$ cat src/rtl/sdram_read_pipe.sv
`default_nettype none
// ============================================================================
//  Module      : sdram_read_pipe
//  Description : 3-stage {valid, data} delay line with CAS-latency tap and a
//                holding output register.
//  Revision    : 1.0 - initial release
// ============================================================================
module sdram_read_pipe #(
    parameter int DATA_WIDTH = 32
) (
    input  logic                  clk,
    input  logic                  nreset,
    input  logic                  en,
    input  logic                  cl3,
    input  logic                  in_valid,
    input  logic [DATA_WIDTH-1:0] in_data,
    output logic                  out_valid,
    output logic [DATA_WIDTH-1:0] out_data,
    output logic                  pending
);
    localparam int STAGES = 3;

    logic [STAGES-1:0]     r_valid;
    logic [DATA_WIDTH-1:0] r_data [STAGES];
    logic                  w_tap_valid;
    logic [DATA_WIDTH-1:0] w_tap_data;

    // Output register adds the final cycle, so the tap sits at stage CL-1.
    assign w_tap_valid = cl3 ? r_valid[2] : r_valid[1];
    assign w_tap_data  = cl3 ? r_data[2]  : r_data[1];
    assign pending     = cl3 ? (|r_valid) : (|r_valid[1:0]);

    always_ff @(posedge clk or negedge nreset) begin
        if (!nreset) begin
            r_valid   <= '0;
            for (int s = 0; s < STAGES; s++) r_data[s] <= '0;
            out_valid <= 1'b0;
            out_data  <= '0;
        end else if (en) begin
            r_valid   <= {r_valid[STAGES-2:0], in_valid};
            r_data[0] <= in_data;
            for (int s = 1; s < STAGES; s++) r_data[s] <= r_data[s-1];
            out_valid <= w_tap_valid;
            if (w_tap_valid) out_data <= w_tap_data;
        end
    end
endmodule
`default_nettype wire

$ cat config.mk
export PLATFORM = sky130hd
export DESIGN_NAME = sdram_read_pipe
export DESIGN_NICKNAME = d
export VERILOG_FILES = /design/src/rtl/sdram_read_pipe.sv
export SDC_FILE = /design/constraint.sdc
export NUM_CORES = 1
export LEC_CHECK = 0
export BUFFER_PORTS_ARGS = -buffer_cell sky130_fd_sc_hd__buf_2
export CAP_MARGIN = 20
export CELL_PAD_IN_SITES_DETAIL_PLACEMENT = 0
export CELL_PAD_IN_SITES_GLOBAL_PLACEMENT = 1
export CORE_UTILIZATION = 27
export DETAILED_ROUTE_END_ITERATION = 16
export PLACE_DENSITY = 0.52
export SLEW_MARGIN = 10
export SYNTH_ARGS = -nofsm -noshare
export SYNTH_HDL_FRONTEND = slang
export SYNTH_SLANG_ARGS = --single-unit
$ cat constraint.sdc
create_clock -name clk -period 1.4 [get_ports clk]
set_input_delay 0.14 -clock clk [delete_from_list [all_inputs] [get_ports clk]]
set_output_delay 0.14 -clock clk [all_outputs]
set_load 0.1 [all_outputs]
==> impl_table.tex, run 1 <==
\begin{tabular}{lr}
\hline
Metric & Value \\
\hline
\multicolumn{2}{l}{\textbf{Outcome}} \\
\quad Result of the run & finished, violations left \\
\quad Violated checks & negative setup slack \\
\multicolumn{2}{l}{\textbf{Worst setup path}} \\
\quad Critical path cell sequence & a211o\_1 -> buf\_12 \\
\quad Launching element type of the critical path & flip-flop \\
\quad Largest stage delay on the critical path & 0.38 ns \\
\quad R2r endpoint & out\_valid\$\_DFFE\_PN0P\_ \\
\quad Flop-to-flop setup slack & -0.01 ns \\
\quad Critical Path End Type & output pin \\
\quad Arrival time at the worst endpoint & 1.29 ns \\
\quad Worst R2R Start & r\_valid[2]\$\_DFFE\_PN0P\_ \\
\quad R2R cell count & 4 \\
\quad Classification of the worst setup path & flip-flop to output pin \\
\quad Maximum fanout along the worst path & 3 \\
\quad Required time at the endpoint of the critical path & 1.26 ns \\
\quad Critical-path top delay cell & dfrtp\_1 \\
\multicolumn{2}{l}{\textbf{Power}} \\
\quad Lkg Pwr & 3.19 nW \\
\quad Maximum vdd drop & 0.000781 V \\
\quad Power Density & 2030 nW/um\^{}2 \\
\multicolumn{2}{l}{\textbf{Hold path}} \\
\quad Type of the most critical hold path & primary input to flip-flop \\
\quad Hold wc startpoint & en \\
\quad WHS Endpoint & out\_data[4]\$\_DFFE\_PN0P\_ \\
\quad Worst hold path cell count & 3 \\
\multicolumn{2}{l}{\textbf{Yosys}} \\
\quad Unique masters post-synth & 12 \\
\quad Post-synthesis instance area & 5390 sq um \\
\quad Post-synth top area share & 0.613 \\
\quad Count of flip-flops with a built-in enable after synthesis & 0 \\
\quad Total nets after synthesis & 396 \\
\quad Synthesized-area fraction occupied by xor and xnor cells & 0 \\
\quad Most numerous cell types in the synthesized netlist & 132 x dfrtp\_1, 97 x mux2\_2, 32 x a31oi\_1, 32 x mux2i\_1, 20 x a21oi\_2 \\
\quad Largest family of logic cells by synthesized area & multiplexers \\
\quad Compound-cell area share of the yosys netlist & 0.0824 \\
\quad Cell with the most instances after synthesis & dfrtp\_1 \\
\quad Async SR Flop Fraction & 1.00 \\
\quad \#FFs+latches synth & 132 \\
\quad Top cells by area in the synthesized netlist & dfrtp\_1 61\%, mux2\_2 20\%, mux2i\_1 5.9\% \\
\quad Mux contribution to synthesized area & 0.271 \\
\quad Top flip-flop cell by instance count after synthesis & dfrtp\_1 \\
\quad Synthesized instance count & 359 \\
\quad Cell type contributing the most total cell area after synthesis & dfrtp\_1 \\
\quad Yosys warnings & 0 \\
\quad Synthesized area divided by synthesized cell count & 15.0 sq um \\
\quad Share of synthesized area occupied by flip-flops and latches & 0.613 \\
\quad Synthesized-area fraction occupied by adder cells & 0 \\
\quad Simple-Gate Fraction of Synth Area & 0 \\
\multicolumn{2}{l}{\textbf{Detailed routing}} \\
\quad DRC violations left & 0 \\
\quad Detailed Route Iter0 Violations & 93 \\
\quad Wire length per cell & 14.8 um \\
\quad Detailed-router iteration count before antenna repair & 4 \\
\quad Met3 Routed Length & 454 um \\
\quad Number of vias per cell after detailed routing & 4.33 \\
\quad Total length of routed met2 wires & 5.30 mm \\
\quad Final WL & 11.1 mm \\
\quad Uppermost signal routing layer after detailed routing & met4 \\
\quad Antenna violation net count after detailed routing & 0 \\
\quad Met1 Routed Length & 5.14 mm \\
\quad Vias post-DR & 3257 \\
\multicolumn{2}{l}{\textbf{Timing}} \\
\quad Count of endpoints failing setup in the final report & 3 \\
\quad Final hold viol count & 0 \\
\quad Highest achievable clock rate & 0.701 GHz \\
\quad Max-slew violation total from the final report & 0 \\
\quad Tightest slew margin relative to the limit & 0.651 \\
\quad Total negative setup slack & -0.0516 ns \\
\quad Worst Skew & 0.00513 ns \\
\quad RSZ-0062 raised after global routing & yes \\
\quad Worst setup slack after layout & -0.0274 ns \\
\quad Pin slew with the least headroom to its limit & 0.526 ns \\
\quad Final Hold Slack & 0.187 ns \\
\quad Share of the clock period used by the worst path & 1.02 \\
\quad Crit path time final & 1.43 ns \\
\multicolumn{2}{l}{\textbf{Floorplan}} \\
\quad Chip Height & 143 um \\
\quad Chip width & 143 um \\
\quad Total Die Area & 20500 sq um \\
\quad Placeable core region & 19500 sq um \\
\quad Boundary pin count & 71 \\
\quad Row Count & 51 \\
\quad Initial core utilization & 0.276 \\
\multicolumn{2}{l}{\textbf{CTS}} \\
\quad Clock root buffer master & clkbuf\_16 \\
\quad Clock tree from TritonCTS & done \\
\quad Register clock-pin slew on the reported worst setup and hold paths & 0.05 ns \\
\quad Cts bufs inserted & 17 \\
\quad Number of sinks handled by clock tree synthesis & 132 \\
\quad Clock latency on the worst-skew pair & 0.41 ns \\
\quad CTS max path bufs & 2 \\
\quad Deepest level of the CTS H-tree & 4 \\
\multicolumn{2}{l}{\textbf{Cells and area}} \\
\quad Layout overhead on the synthesized area & 37.5\% \\
\quad Layout cells sized above 1 & 0.512 \\
\quad Antenna diode count & 0 \\
\quad Fin nets & 512 \\
\quad Post-route cell area & 7420 sq um \\
\quad Post-layout util & 0.380 \\
\multicolumn{2}{l}{\textbf{Global routing}} \\
\quad Total GRT Usage & 0.111 \\
\quad Via count of the first global-routing pass & 3301 \\
\quad First-pass GRT wire length & 17.0 mm \\
\quad Congestion Overflow GR & 0 \\
\quad Antenna violations before repair & 0 \\
\quad Largest net degree at the start of global routing & 49 \\
\multicolumn{2}{l}{\textbf{Place}} \\
\quad Port Buffer Count & 70 \\
\quad Routability cong. & 0.693 \\
\quad HPWL reported at the end of detailed placement & 6.62 mm \\
\quad Placed cell area & 6120 sq um \\
\quad Pre-CTS WS & 0.120 ns \\
\multicolumn{2}{l}{\textbf{Job}} \\
\quad Max-cap violations & 0 \\
\hline
\end{tabular}
==> logic make-up (layout without fill, tap and decap cells) <==
family,Yosys count,in the layout
buffers and inverters,29,158
DFF,132,132
AOI/OAI and AO/OA,65,65
muxes,133,133
==> stage by stage <==
step                      std cells  power [mW]
after floorplan                 359        8.69
after global placement          679        9.49
after detailed placement        679        9.57
after CTS                       746        14.9
after global routing            753        15.7
final                           753        15.1
==> worst max-delay path, delay by kind of cell (launching register included) <==
family | cells | cell delay [ns]
compound gates | 1 | 0.31
flops | 1 | 0.38
buf+inv | 1 | 0.18
==> what timing repair did <==
item / in CTS / in global routing
gates resized for setup: 7 / 24
setup endpoints to repair: 8 / 14
hold endpoints to repair: 75 / 0
setup buffers: 1 / 1
hold buffers: 34 / 0
cloned: 0 / 6
pin swaps: 1 / 25
==> flip-flops by register name (all words and copies together), names as in the netlist <==
register	flops
r_data	96
out_data	32
r_valid	3
out_valid	1
==> metal layers <==
layer / track usage / up-vias
met4: 0.0571 / 0
met5: 0 / -
li1: - / 1547
met2: 0.175 / 58
met3: 0.0360 / 22
met1: 0.136 / 1630
==> how the worst max path moves through the flow <==
stage | depth (start not counted) | slack [ns] | start | end
floorplan | 3 | 0.05 | cl3 | pending
global placement | 3 | 0.14 | r_valid[1]$_DFFE_PN0P_ | out_valid$_DFFE_PN0P_
detailed placement | 3 | 0.12 | r_valid[1]$_DFFE_PN0P_ | out_valid$_DFFE_PN0P_
CTS | 2 | -0.06 | r_valid[0]$_DFFE_PN0P_ | pending
global route | 2 | -0.08 | r_valid[0]$_DFFE_PN0P_ | pending
finish | 2 | -0.03 | r_valid[0]$_DFFE_PN0P_ | pending
==> layout make-up <==
type / instances / area [sq um]
well taps: 265 / 332
fillers: 1905 / 12100
clock inverters: 9 / 195
flip-flops and latches: 132 / 3300
multi-input cells: 198 / 1950
clock buffers: 23 / 498
repair buffers: 126 / 1140
==> cells in the final DEF, fill, tap and decap left out, drive strengths merged <==
cell         count
buf             78
dlygate4sd3     34
a21oi           32
bufinv           6
mux2i           32
clkinv           3
a211o            1
dfrtp          132
mux2           101
a31oi           32
clkbuf          37
==> power breakdown <==
group	internal [mW]	leakage, nW	switching (mW)	total [mW]
Sequential	4.59	1.53	0.509	5.09
Clock	3.57	0.343	1.59	5.16
Combinational	1.36	1.32	3.46	4.82
Note: power is estimated with default switching activity, not from simulation.
==> inputs of run 2 (changes only) <==
- CORE_MARGIN: default -> 5
==> impl_table.tex, run 2 (synthesis results as in run 1) <==
\begin{tabular}{lr}
\hline
Metric & Value \\
\hline
\multicolumn{2}{l}{\textbf{Outcome}} \\
\quad Result of the run & finished, violations left \\
\quad Violated checks & negative setup slack \\
\multicolumn{2}{l}{\textbf{CTS}} \\
\quad Deepest level of the CTS H-tree & 4 (unchanged) \\
\quad Register clock-pin slew on the reported worst setup and hold paths & 0.06 ns (about the same) \\
\quad Clock latency on the worst-skew pair & 0.41 ns (about the same) \\
\quad Number of sinks handled by clock tree synthesis & 132 (unchanged) \\
\quad Clock tree from TritonCTS & done \\
\quad Clock root buffer master & clkbuf\_16 \\
\quad Cts bufs inserted & 17 (unchanged) \\
\quad CTS max path bufs & 2 (unchanged) \\
\multicolumn{2}{l}{\textbf{Timing}} \\
\quad Final hold viol count & 0 (unchanged) \\
\quad Highest achievable clock rate & 0.699 GHz (-0.26\%) \\
\quad Worst Skew & 0.00805 ns (+0.00292 ns) \\
\quad Pin slew with the least headroom to its limit & 0.503 ns (-0.0237 ns) \\
\quad Crit path time final & 1.43 ns (+0.00378 ns) \\
\quad RSZ-0062 raised after global routing & yes \\
\quad Tightest slew margin relative to the limit & 0.667 (+0.0157) \\
\quad Total negative setup slack & -0.0311 ns (+0.0204 ns) \\
\quad Max-slew violation total from the final report & 0 (unchanged) \\
\quad Share of the clock period used by the worst path & 1.02 (+0.00270) \\
\quad Worst setup slack after layout & -0.0311 ns (-0.00378 ns) \\
\quad Count of endpoints failing setup in the final report & 1 (-2) \\
\multicolumn{2}{l}{\textbf{Cells and area}} \\
\quad Registers with the highest flip-flop counts & r\_data x96, out\_data x32, r\_valid x3 \\
\quad Non-filler cells, final & 748 (-0.66\%) \\
\quad Largest register FFs & 96 (unchanged) \\
\quad Leading cell types in the layout, fill and taps excluded & 132 x dfrtp\_1, 97 x mux2\_2, 49 x buf\_2, 34 x dlygate4sd3\_1 \\
\quad Most common cell after layout, fill and taps aside & dfrtp\_1 \\
\quad Fin nets & 508 (-0.78\%) \\
\quad Layout cells sized above 1 & 0.491 (-0.0216) \\
\quad Antenna diode count & 0 (unchanged) \\
\quad Layout overhead on the synthesized area & 32.3\% \\
\quad Largest register by flop count & r\_data \\
\multicolumn{2}{l}{\textbf{Hold path}} \\
\quad Type of the most critical hold path & primary input to flip-flop \\
\quad Worst hold path cell count & 2 (-1) \\
\multicolumn{2}{l}{\textbf{Floorplan}} \\
\quad Chip Height & 151 um (+5.6\%) \\
\quad Placeable core region & 19600 sq um (+0.33\%) \\
\quad Initial core utilization & 0.275 (-0.000900) \\
\quad Total Die Area & 22900 sq um (+11\%) \\
\quad Boundary pin count & 71 (unchanged) \\
\quad Row Count & 51 (unchanged) \\
\quad Chip width & 151 um (+5.6\%) \\
\multicolumn{2}{l}{\textbf{Worst setup path}} \\
\quad Critical path cell sequence & a211o\_1 -> buf\_12 \\
\quad Critical Path End Type & output pin \\
\quad Maximum fanout along the worst path & 3 (unchanged) \\
\quad R2R cell count & 3 (-1) \\
\quad Largest stage delay on the critical path & 0.40 ns (+0.02 ns) \\
\quad Classification of the worst setup path & flip-flop to output pin \\
\quad Dominant delay contributor by cell family on the critical path & flip-flops \\
\quad Launching element type of the critical path & flip-flop \\
\quad Required time at the endpoint of the critical path & 1.26 ns (about the same) \\
\quad Arrival time at the worst endpoint & 1.29 ns (about the same) \\
\quad Number of buffers and inverters on the critical path & 1 (unchanged) \\
\quad Count of cell instances traversed by the critical path & 2 (unchanged) \\
\quad Critical-path top delay cell & dfrtp\_1 \\
\multicolumn{2}{l}{\textbf{Global routing}} \\
\quad Total GRT Usage & 0.100 (-0.0109) \\
\quad Via count of the first global-routing pass & 3368 (+2.0\%) \\
\quad Largest net degree at the start of global routing & 41 (-16\%) \\
\quad First-pass GRT wire length & 17.6 mm (+3.7\%) \\
\quad Congestion Overflow GR & 0 (unchanged) \\
\quad Antenna violations before repair & 0 (unchanged) \\
\multicolumn{2}{l}{\textbf{Place}} \\
\quad DP Cell Count & 679 (unchanged) \\
\quad Routability cong. & 0.661 (-4.6\%) \\
\quad HPWL reported at the end of detailed placement & 6.92 mm (+4.6\%) \\
\quad Port Buffer Count & 70 (unchanged) \\
\multicolumn{2}{l}{\textbf{Power}} \\
\quad Power Density & 1960 nW/um\^{}2 (-3.5\%) \\
\quad Lkg Pwr & 3.06 nW (-3.9\%) \\
\quad Maximum vdd drop & 0.000963 V (+23\%) \\
\multicolumn{2}{l}{\textbf{Detailed routing}} \\
\quad Vias post-DR & 3236 (-0.64\%) \\
\quad Number of vias per cell after detailed routing & 4.33 (about the same) \\
\quad Final WL & 10.6 mm (-4.8\%) \\
\quad DRC violations left & 0 (unchanged) \\
\quad Detailed Route Iter0 Violations & 138 (+48\%) \\
\quad Antenna violation net count after detailed routing & 0 (unchanged) \\
\quad Detailed-router iteration count before antenna repair & 4 (unchanged) \\
\quad Wire length per cell & 14.2 um (-4.1\%) \\
\multicolumn{2}{l}{\textbf{Job}} \\
\quad Max-cap violations & 0 (unchanged) \\
\hline
\end{tabular}
run 2: cell count changes in the layout (fill, tap and decap cells not counted), moves of 2 or more:
cell	before	now
clkbuf_4	9	11
bufinv_16	6	2
a21oi_1	4	10
buf_4	13	16
a21oi_2	27	22
clkinvlp_4	0	2
buf_6	4	2
clkbuf_8	5	3
buf_2	51	49
clkbuf_16	22	17
run 2: report_power, final:
part	total [mW]	internal (mW)	switching, mW
Combinational	4.63	1.23	3.40
Sequential	5.08	4.59	0.491
Clock	4.30	2.74	1.56
run 2: metrics by stage:
step                power, mW  hold slack [ns]  utilization  instance area [sq um]  setup WS (ns)
CTS                      14.1           0.0570        0.361                   7070        -0.0660
global placement         9.57           0.0808        0.313                   6140         0.0378
floorplan                8.69           -0.156            -                   5390         0.0465
finish                   14.0           0.0769        0.364                   7140        -0.0311
global route             14.7           0.0850        0.364                   7140        -0.0902
detailed placement       9.63           0.0845        0.313                   6140         0.0474
run 2: cell type report:
| type | count | area (sq um) |
|---|---|---|
| clock buffer | 22 | 474 |
| clock inverter | 9 | 104 |
| timing repair buffer | 122 | 1010 |
| tap | 265 | 332 |
| multi-input combinational | 198 | 1910 |
| sequential | 132 | 3300 |
| fill | 1927 | 12500 |
run 2: path summary, 6_finish.rpt:
| kind | slack (ns) | from | endpoint |
|---|---|---|---|
| setup / recovery | -0.03 | r_valid[2]$_DFFE_PN0P_ | pending |
| hold / removal | 0.08 | en | out_data[26]$_DFFE_PN0P_ |
| setup reg to reg | 0.05 | r_valid[1]$_DFFE_PN0P_ | out_valid$_DFFE_PN0P_ |
| hold reg to reg | 0.49 | r_data[94]$_DFFE_PN0P_ | r_data[94]$_DFFE_PN0P_ |
| max in group asynchronous | 0.61 | nreset | r_data[59]$_DFFE_PN0P_ |
| min in group asynchronous | 0.21 | nreset | r_data[29]$_DFFE_PN0P_ |
run 2: worst reg2reg max path: stages, from the launching register on:
cell     delay (ns)
dfrtp_1        0.40
mux2_4         0.38
buf_4          0.20
mux2_2         0.25
run 2: what timing repair did:
action / in CTS / in global routing
buffers inserted: 0 / 4
hold buffers: 34 / 0
resized for setup: 7 / 13
endpoints found under the hold margin: 68 / 0
setup endpoints to repair: 8 / 32
pin swaps: 1 / 0
run 2: per-layer routing:
| metal | global-route usage | wire length (um) | vias up |
|---|---|---|---|
| met1 | 0.131 | 4930 | 1611 |
| met4 | 0.0435 | 193 | 0 |
| li1 | - | - | 1542 |
| met5 | 0 | 0 | - |
| met3 | 0.0350 | 657 | 14 |
| met2 | 0.150 | 4820 | 69 |
